### config.mk
export PLATFORM = sky130hd
export DESIGN_NAME = udma_i2c_cmd_arb
export DESIGN_NICKNAME = d
export VERILOG_FILES = /design/src/rtl/udma_i2c_cmd_arb.sv
export SDC_FILE = /design/constraint.sdc
export NUM_CORES = 1
export LEC_CHECK = 0
export CAP_MARGIN = 20
export CORE_MARGIN = 2
export CORE_UTILIZATION = 45
export CTS_BUF_LIST = sky130_fd_sc_hd__clkbuf_2
export DETAILED_ROUTE_END_ITERATION = 12
export MAX_ROUTING_LAYER = met4
export PLACE_DENSITY = 0.78
export SYNTH_ARGS = -nofsm -noshare
export SYNTH_HDL_FRONTEND = slang
export SYNTH_SLANG_ARGS = --single-unit
### constraint.sdc
create_clock -name clk_i -period 5.1 [get_ports clk_i]
set_input_delay 0.765 -clock clk_i [delete_from_list [all_inputs] [get_ports clk_i]]
set_output_delay 0.765 -clock clk_i [all_outputs]
set_load 0.01 [all_outputs]
### src/rtl/udma_i2c_cmd_arb.sv
// Round-robin arbiter that shares one I2C command channel among N_REQ sources,
// locking the channel to a winner until its STOP word. Optional lock watchdog: I2C_ARB_TIMEOUT_EN.
module udma_i2c_cmd_arb #(
  parameter int         N_REQ          = 2,
  parameter logic [3:0] STOP_OP        = 4'h2,
  parameter int         TIMEOUT_CYCLES = 1024
) (
  input  logic                 clk_i,
  input  logic                 rst_i,
  input  logic [32*N_REQ-1:0]  req_cmd_i,
  input  logic [N_REQ-1:0]     req_valid_i,
  output logic [N_REQ-1:0]     req_ready_o,
  output logic [31:0]          cmd_o,
  output logic                 cmd_valid_o,
  input  logic                 cmd_ready_i,
  output logic [2:0]           owner_o,
  output logic                 busy_o,
  output logic                 timeout_o
);

  typedef enum logic {
    ST_IDLE,
    ST_LOCKED
  } state_t;

  state_t      state;
  logic        ld;
  logic [7:0]  valid_pad;
  logic [2:0]  winner;
  logic        winner_found;
  logic [3:0]  scan_idx;
  logic [2:0]  grant_idx;
  logic        grant_valid;
  logic [31:0] grant_word;
  logic        accept;
  logic        stop_word;
  logic        timeout_fire;

  // Configurations outside the supported range elaborate into this empty marker block.
  if (N_REQ < 2 || N_REQ > 8 || TIMEOUT_CYCLES < 1 || TIMEOUT_CYCLES > 65535) begin : g_invalid_cfg
  end

  assign ld        = !cmd_valid_o || cmd_ready_i;
  assign valid_pad = 8'(req_valid_i);

  // Priority scan starts just after the last owner and wraps modulo N_REQ.
  always_comb begin
    winner       = '0;
    winner_found = 1'b0;
    scan_idx     = '0;
    for (int k = 1; k <= N_REQ; k++) begin
      scan_idx = {1'b0, owner_o} + 4'(k);
      if (scan_idx >= 4'(N_REQ)) begin
        scan_idx = scan_idx - 4'(N_REQ);
      end
      if (!winner_found && valid_pad[scan_idx[2:0]]) begin
        winner_found = 1'b1;
        winner       = scan_idx[2:0];
      end
    end
  end

  assign grant_idx   = (state == ST_LOCKED) ? owner_o : winner;
  assign grant_valid = (state == ST_LOCKED) ? valid_pad[owner_o] : winner_found;
  assign accept      = ld && grant_valid && !timeout_fire;

  always_comb begin
    grant_word  = '0;
    req_ready_o = '0;
    for (int i = 0; i < N_REQ; i++) begin
      if (grant_idx == 3'(i)) begin
        grant_word     = req_cmd_i[32*i +: 32];
        req_ready_o[i] = accept;
      end
    end
  end

  assign stop_word = (grant_word[31:28] == STOP_OP);

`ifdef I2C_ARB_TIMEOUT_EN
  localparam logic [15:0] WD_LIMIT = 16'(TIMEOUT_CYCLES - 1);
  logic [15:0] wd_cnt;

  // A stalled owner is only evicted once the output register can take the synthetic STOP.
  assign timeout_fire = (state == ST_LOCKED) && (wd_cnt == WD_LIMIT) && ld;
`else
  assign timeout_fire = 1'b0;
  assign timeout_o    = 1'b0;
`endif

  always_ff @(posedge clk_i) begin
    if (rst_i) begin
      state       <= ST_IDLE;
      cmd_o       <= '0;
      cmd_valid_o <= 1'b0;
      owner_o     <= 3'(N_REQ - 1);
      busy_o      <= 1'b0;
`ifdef I2C_ARB_TIMEOUT_EN
      timeout_o   <= 1'b0;
      wd_cnt      <= '0;
`endif
    end else begin
      if (ld) begin
        if (timeout_fire) begin
          cmd_o       <= {STOP_OP, 28'h0};
          cmd_valid_o <= 1'b1;
        end else if (accept) begin
          cmd_o       <= grant_word;
          cmd_valid_o <= 1'b1;
        end else begin
          cmd_valid_o <= 1'b0;
        end
      end

      if (timeout_fire) begin
        state  <= ST_IDLE;
        busy_o <= 1'b0;
      end else if (accept) begin
        if (state == ST_IDLE) begin
          owner_o <= winner;
          if (!stop_word) begin
            state  <= ST_LOCKED;
            busy_o <= 1'b1;
          end
        end else if (stop_word) begin
          state  <= ST_IDLE;
          busy_o <= 1'b0;
        end
      end

`ifdef I2C_ARB_TIMEOUT_EN
      timeout_o <= timeout_fire;
      if (state != ST_LOCKED || accept || timeout_fire) begin
        wd_cnt <= '0;
      end else if (!valid_pad[owner_o] && wd_cnt != WD_LIMIT) begin
        wd_cnt <= wd_cnt + 16'd1;
      end
`endif
    end
  end

endmodule

# == After elaboration in Yosys (flattened, before gate mapping) ==
# Index checks and enable logic that the tools add are counted.
# totals
reg_bits,38
latchBits,0
mem_bits_rw,0
rom_bits,0
in_bits,69
output_inout_bits,40
elab_cells,49
n_memories,0
# classes
addsub,4
multipliers,0
n_div,0
magnitude_cmp,5
eq_ne,4
shift,0
muxes,23
n_bitwise,0
reduce_logical,8
# op_table
op,n
$mux 32,2
$mux 3,5
$mux 1,13
$lt 3x4->1 const B,3
$bmux 1 s3,3
$ge 4x2->1 const B,2
$sub 3x2->3 const B,2
$add 3x1->4 const B,1
$add 3x2->4 const B,1
$eq 4x2->1 const B,1
$eq 3x1->1 const B,1
$logic_not 3->1,1
$reduce_and 3->1,1
$logic_and 1x1->1,2
$logic_not 1->1,2
$ne 2x1->1 const B,1
$ne 2x2->1 const B,1
$reduce_and 2->1,1
$logic_or 1x1->1,1

# == Depth between registers and ports, before layout ==
# Gate-level depths: netlist of the first run.
# logic_depth
word_depth,16
depth_mapped,10

# == Least setup slack after synthesis of the first run ==
# No wires, ideal clock.
# synth_path
kind,register to output
start,register owner_o[0]
end,output req_ready_o[1]
arrival_ns,2.415
required_time_ns,4.335
slack_ns,1.920
stages_incl_launch_ff,10
n_path_buf,3
path_cell_list,dfxtp_1 buf_4 inv_1 ha_1 a21oi_1 o2111ai_1 a311oi_2 buf_4 buf_2 a21boi_0
# synth_via
elab_chain_len,12
# synth_lines
item,line_no,source
start: declaration,16,"output logic [2:0] owner_o,"
start signal: assignment,96,owner_o <= 3'(N_REQ - 1);
start signal: assignment,120,owner_o <= winner;
$add 3x1->4,52,"scan_idx = {1'b0, owner_o} + 4'(k);"
$ge 4x2->1 / $sub 3x2->3 (equally long branches),"53, 54",
$mux 3,53,if (scan_idx >= 4'(N_REQ)) begin
$bmux 1 s3,56,if (!winner_found && valid_pad[scan_idx[2:0]]) begin
$mux 1 (implied by the code),56,
$mux 1,56,
$logic_not 1->1,56,
$logic_and 1x1->1,56,
$mux 3 / $mux 1 (equally long branches),56,
$mux 3 / $mux 1 (equally long branches),n/a,
$eq 3x1->1 / $logic_and 1x1->1 (equally long branches),"71, 65",
$mux 1 *,71,if (grant_idx == 3'(i)) begin
end: declaration,12,"output logic [N_REQ-1:0] req_ready_o,"
# Mark *: on every way between the ends. The rest lies on a longest branch, timed or not. The select of a mux whose other input is x is not followed.

# == Final worst setup path of the first run ==
# layout_path
start,register owner_o[0]
end,output req_ready_o[0]
# layout_via
elab_chain_len,12
# layout_lines
item,line_no
$add 3x1->4,52
$ge 4x2->1 / $sub 3x2->3 (equally long branches),"53, 54"
$mux 3,53
$bmux 1 s3,56
$mux 1 (implied by the code),56
$mux 1,56
$logic_not 1->1,56
$logic_and 1x1->1,56
$mux 3 / $mux 1 (equally long branches),56
$mux 3 / $mux 1 (equally long branches),n/a
$logic_not 3->1 / $logic_and 1x1->1 (equally long branches),"71, 65"
$mux 1 *,71
# Marks and branches as above.

==> results.yml, run 1 <==
status:
  status: "completed"
floorplan:
  start_util_pct: 46.46
  rows: 31
  fp.dieW_um: 90.53
  die_area_um2: 8196
  pin_count: 109
  core_area_um2: 7253
  die_y_um: 90.53
yosys:
  synth_top_cell_by_area: "dfxtp_1"
  avgSynthCellArea_um2: 9.131
  synthTopCellsByCount: "nor2_1, dfxtp_1, mux2i_1, o21a_1"
  synth_cell_type_count: 51
  synth.top_cell.area_share_pct: 22.58
  synth-edff-count: 0
  yosysSeqAreaShare_pct: 22.58
  syn-num-nets: 444
  async_flop_share_pct: 0
  netlist_instances: 369
  synth_most_common_cell: "nor2_1"
  synth_seq_cells: 38
  yosysWarnings: 0
  syn_area_um2: 3369
  ys_dominant_reg_cell: "dfxtp_1"
  synth_area_leaders: "dfxtp_1, a221oi_2, a211oi_2, mux2i_1, nor2_1"
worst_setup_path:
  crit_arrival_ns: 3.54
  ff2ff_setup_slack_ns: 1.53
  worstPathCellList: "inv_1 -> ha_1 -> or4b_4 -> o2111ai_1 -> o21ai_0 -> nand2_1 -> and3_1 -> clkdlybuf4s50_1"
  end_kind: "primary output"
  crit_path_top_delay_cell: "dfxtp_4"
  path_class: "reg2out"
  r2r_cells: 8
  crit_path_max_fanout: 49
  worst_ep_required_time_ns: 4.34
  worstSetupStartpointType: "register"
  regToRegStartpoint: "owner_o[0]"
  critical-path-max-stage-delay_ns: 0.78
  r2r-end: "cmd_o[7]"
worst_hold_path:
  hp-start: "busy_o"
  min_to: "busy_o"
  min_path_type: "reg2reg"
  min_path_cells: 2
clock_tree:
  htreeDepth: 2
  cts_buffers: 5
  clk_latency_ns: 0.40
  cts_tree: "yes"
  clk_pin_slew_ns: 0.19
  cts_setup_buffers: 0
  cts.path.max_buffers: 2
  cts_num_sinks: 38
  ctsHoldBuffers: 0
  root_buffer: "clkbuf_2"
  cts-resized-gates: 0
timing:
  slew_headroom_pct: 48.12
  post-route-min-period_ns: 4.307
  setup_viol: 0
  hold_viol_final: 0
  setup_ws_ns: 0.7934
  tightest_slew_ns: 0.7782
  skew_ns: 0.01178
  max_freq_mhz: 232.2
  finalCritPeriodShare_pct: 84.44
  whs_ns: 0.5242
  rsz0062_at_grt: "false"
  slew_viol_final: 0
  timing.setup.tns_ns: 0
drt:
  drt_iter0_drc: 161
  drtAntennaViolNets: 0
  vias: 3365
  drc_errors: 0
  wl_per_cell_um: 17.89
  via_per_inst: 6.085
  wirelength_mm: 9.891
  first_pass_iters: 5
finish:
  final_nets: 530
  area_growth_pct: 33.42
  fin_cells: 553
  layout-drive-gt1-share_pct: 18.28
  antenna_cells: 0
  fillCellCount: 659
  regArea_um2: 764.5
  multi_input_area_um2: 2426
power:
  pwr-share-seq_pct: 22.7
  total_power_mw: 2.480
  comb_power_share_pct: 72.1
  powerDensity_nw_per_um2: 551.6
  switchingPower_mw: 1.160
  swShare_pct: 46.78
  irDropWorstVdd_uv: 314.3
  intPower_mw: 1.320
  p_leak_nw: 1.723
  p_clk_share_pct: 5.2
job:
  maxCapViolCount: 0
placed_design:
  placed_cells: 546
  port_buffers: 107
  gp_congestion: 0.8685
  dpl_worst_slack_ns: 1.263
  place_hpwl_mm: 6.514
global_routing:
  grt_pass1_wl_mm: 15.99
  antenna_found_initial: 0
  gr-total-overflow: 0
  gr-usage-all-layers_pct: 24.08
  grt_max_degree: 66
  grt_pass1_vias: 3286
-- stage by stage --
| step | cell area, um2 | util, % |
|---|---|---|
| after detailed placement | 4452 | 61.38 |
| after global placement | 4452 | 61.38 |
| final | 4496 | 61.98 |
| after global routing | 4496 | 61.98 |
| after CTS | 4481 | 61.77 |
| after floorplan | 3369 | - |
-- worst max path at each step --
stage	startpoint	to	slack (ns)
2_1_floorplan	owner_o[0]	req_ready_o[1]	1.92
3_3_place_gp	owner_o[0]	req_ready_o[0]	1.35
3_5_place_dp	owner_o[0]	req_ready_o[0]	1.26
4_1_cts	owner_o[0]	req_ready_o[0]	0.78
5_1_grt	owner_o[0]	req_ready_o[0]	0.57
6_report	owner_o[0]	req_ready_o[0]	0.79
-- cells in the final DEF, fill, tap and decap left out, types with 5 or more instances in the layout --
cell type and count:
a221oi_2 26, mux2_2 5, nor2_1 67, dfxtp_1 37, nand2b_1 6, nor3_1 5
a21oi_1 10, o21a_1 29, clkdlybuf4s50_1 106, mux2i_1 29, inv_1 5, a211oi_2 28
clkbuf_2 5, a22oi_1 28, ha_1 6, buf_4 7
-- power groups by stage --
stage	clock [mW]	combinational [mW]	sequential (mW)
floorplan	0	1.25	0.564
global placement	0	1.74	0.566
detailed placement	0	1.78	0.568
CTS	0.138	1.79	0.562
global route	0.149	1.93	0.581
finish	0.130	1.79	0.562
-- worst max-delay path, delay by kind of cell (launching register included) --
family | cells | cell delay [ns]
buf+inv | 2 | 0.76
simple gates | 3 | 0.82
compound gates | 2 | 0.49
fa+ha+maj | 1 | 0.28
flops | 1 | 0.78
-- per-layer routing --
metal,global-route usage (%),routed length (um)
met5,-,0
met4,8.462,210
met3,3.840,371
met2,40.49,4975
met1,29.26,4334
-- state kept, by name, indices dropped and copies added, names as in the netlist --
| register | cells |
|---|---|
| owner_o | 3 |
| cmd_valid_o | 1 |
| cmd_o | 32 |
| state | 1 |
| busy_o | 1 |
-- cell families after synthesis --
| family | synth area share, % |
|---|---|
| other cells | 0.1113 |
| mux | 10.29 |
| simple gates | 13.18 |
| xor+xnor | 0.4829 |
| compound gates | 45.19 |
| buf+inv | 5.941 |
| flops | 22.58 |
| fa+ha+maj | 2.228 |
-- area by class of cell --
class | instances | share of cell area, %
clock buffer | 5 | 0.5566
clock inverter | 1 | 0.08350
inverter | 5 | 0.4175
multi-input combinational | 290 | 53.97
sequential | 38 | 17.01
tap | 99 | 2.755
timing repair buffer | 115 | 25.22
(Power assumes the default switching activity.)
==> run 2, diff against run 1 <==
==> constraint.sdc (replaced) <==
create_clock -name clk_i -period 4.24 [get_ports clk_i]
set_input_delay 0.636 -clock clk_i [delete_from_list [all_inputs] [get_ports clk_i]]
set_output_delay 0.636 -clock clk_i [all_outputs]
set_load 0.01 [all_outputs]
==> run 2 against run 1 <==
Non-clock buffer count grew 2. First-iteration DRC count decreased by 12%. Flip-flop and latch count unchanged. Design area up 0.31%. Clock-buffer cell count up 2. Core utilization up 0.19 points. Final cell count up 0.54%. Sequential power is 13% higher. Critical endpoint is now req_ready_o[1]. Highest routed layer unchanged.
==> results.yml, run 2 (synthesis results as in run 1) <==
clock_tree:
  cts_buffers: 5
  htreeDepth: 2
  cts_setup_buffers: 0
  clk_latency_ns: 0.41
  cts-resized-gates: 0
  cts.path.max_buffers: 2
  ctsHoldBuffers: 0
  root_buffer: "clkbuf_2"
  cts_num_sinks: 38
  cts_tree: "yes"
  clk_pin_slew_ns: 0.19
timing:
  whs_ns: 0.5265
  tightest_slew_ns: 0.7816
  max_freq_mhz: 260.3
  finalCritPeriodShare_pct: 90.61
  setup_viol: 0
  setup_ws_ns: 0.3983
  skew_ns: 0.01777
  slew_headroom_pct: 47.89
  rsz0062_at_grt: "false"
  hold_viol_final: 0
  post-route-min-period_ns: 3.842
  timing.setup.tns_ns: 0
  slew_viol_final: 0
worst_setup_path:
  path_class: "reg2out"
  worstPathCellList: "buf_4 -> and2_1 -> o221ai_2 -> a311oi_4 -> a21boi_0 -> clkdlybuf4s50_1"
  crit_path_top_delay_cell: "buf_4"
  critical-path-max-stage-delay_ns: 0.68
  crit_arrival_ns: 3.21
  worstSetupStartpointType: "register"
  end_kind: "primary output"
  crit_path_max_fanout: 62
  worst_ep_required_time_ns: 3.60
drt:
  vias: 3356
  first_pass_iters: 4
  wl_per_cell_um: 17.74
  drc_errors: 0
  wirelength_mm: 9.864
  drtAntennaViolNets: 0
  via_per_inst: 6.036
  drt_iter0_drc: 141
placed_design:
  dpl_cell_area_um2: 4474
  gp_congestion: 0.8972
  place_hpwl_mm: 6.468
  port_buffers: 107
  dpl_worst_slack_ns: 0.7930
global_routing:
  antenna_found_initial: 0
  grt_pass1_wl_mm: 16.22
  grt_max_degree: 66
  gr-usage-all-layers_pct: 24.37
  gr-total-overflow: 0
  grt_pass1_vias: 3347
finish:
  final_cell_mix: "clkdlybuf4s50_1, nor2_1, dfxtp_1, o21a_1, mux2i_1"
  antenna_cells: 0
  largest_registers: "cmd_o (32), owner_o (3)"
  largest_reg_flops: 32
  area_growth_pct: 33.83
  final_nets: 532
  top_register: "cmd_o"
  layout-drive-gt1-share_pct: 19.04
  finalInstanceArea_um2: 4509
  final_common_cell: "clkdlybuf4s50_1"
  fillCellCount: 653
status:
  status: "completed"
power:
  powerDensity_nw_per_um2: 666.7
  p_leak_nw: 1.738
  irDropWorstVdd_uv: 327.6
  total_power_mw: 3.006
job:
  maxCapViolCount: 0
floorplan:
  start_util_pct: 46.46
  core_area_um2: 7253
  die_area_um2: 8196
  die_y_um: 90.53
  fp.dieW_um: 90.53
  rows: 31
  pin_count: 109
worst_hold_path:
  min_path_type: "reg2reg"
run 2: cell types whose count changed in the layout (fill, tap and decap cells not counted):
cell / before / now
clkbuf_2: 5 / 7
buf_4: 7 / 10
clkinv_1: 1 / 0
buf_8: 1 / 0
run 2: cell type report:
cell class	instances	area (um2)	share of cell area, %
Multi-Input combinational cell	290	2426	53.80
Clock buffer	7	35.03	0.7769
Timing Repair Buffer	117	1141	25.31
Tap cell	99	123.9	2.747
Sequential cell	38	764.5	16.95
Inverter	5	18.77	0.4162
run 2: worst paths after layout:
check	from	end	slack, ns	cells past startpoint
max	owner_o[0]	req_ready_o[1]	0.40	6
max reg2reg	owner_o[0]	cmd_o[30]	0.98	7
min	busy_o	busy_o	0.53	2
min reg2reg	busy_o	busy_o	0.53	2
run 2: report_power, final:
| part | total [mW] | internal, mW | switching [mW] |
|---|---|---|---|
| registers | 0.634 | 0.518 | 0.116 |
| logic | 2.20 | 1.04 | 1.16 |
| clock network | 0.172 | 0.0429 | 0.129 |
run 2: metal layers:
metal | wire length (um) | track usage [%] | vias up
met5 | 0 | - | -
met4 | 187 | 8.333 | 0
met3 | 444 | 3.840 | 16
met2 | 4855 | 41.04 | 93
met1 | 4378 | 29.67 | 1642
li1 | - | - | 1605
run 2: worst max-delay path, delay by kind of cell (launching register included):
kind | cells | cell delay [ns]
flops | 1 | 0.54
compound gates | 3 | 0.75
buf+inv | 2 | 1.24
simple gates | 1 | 0.25
run 2: per-stage QoR:
stage / utilization (%) / instances
floorplan: - / 369
global placement: 61.69 / 549
detailed placement: 61.69 / 549
CTS: 62.17 / 556
global route: 62.17 / 556
finish: 62.17 / 556
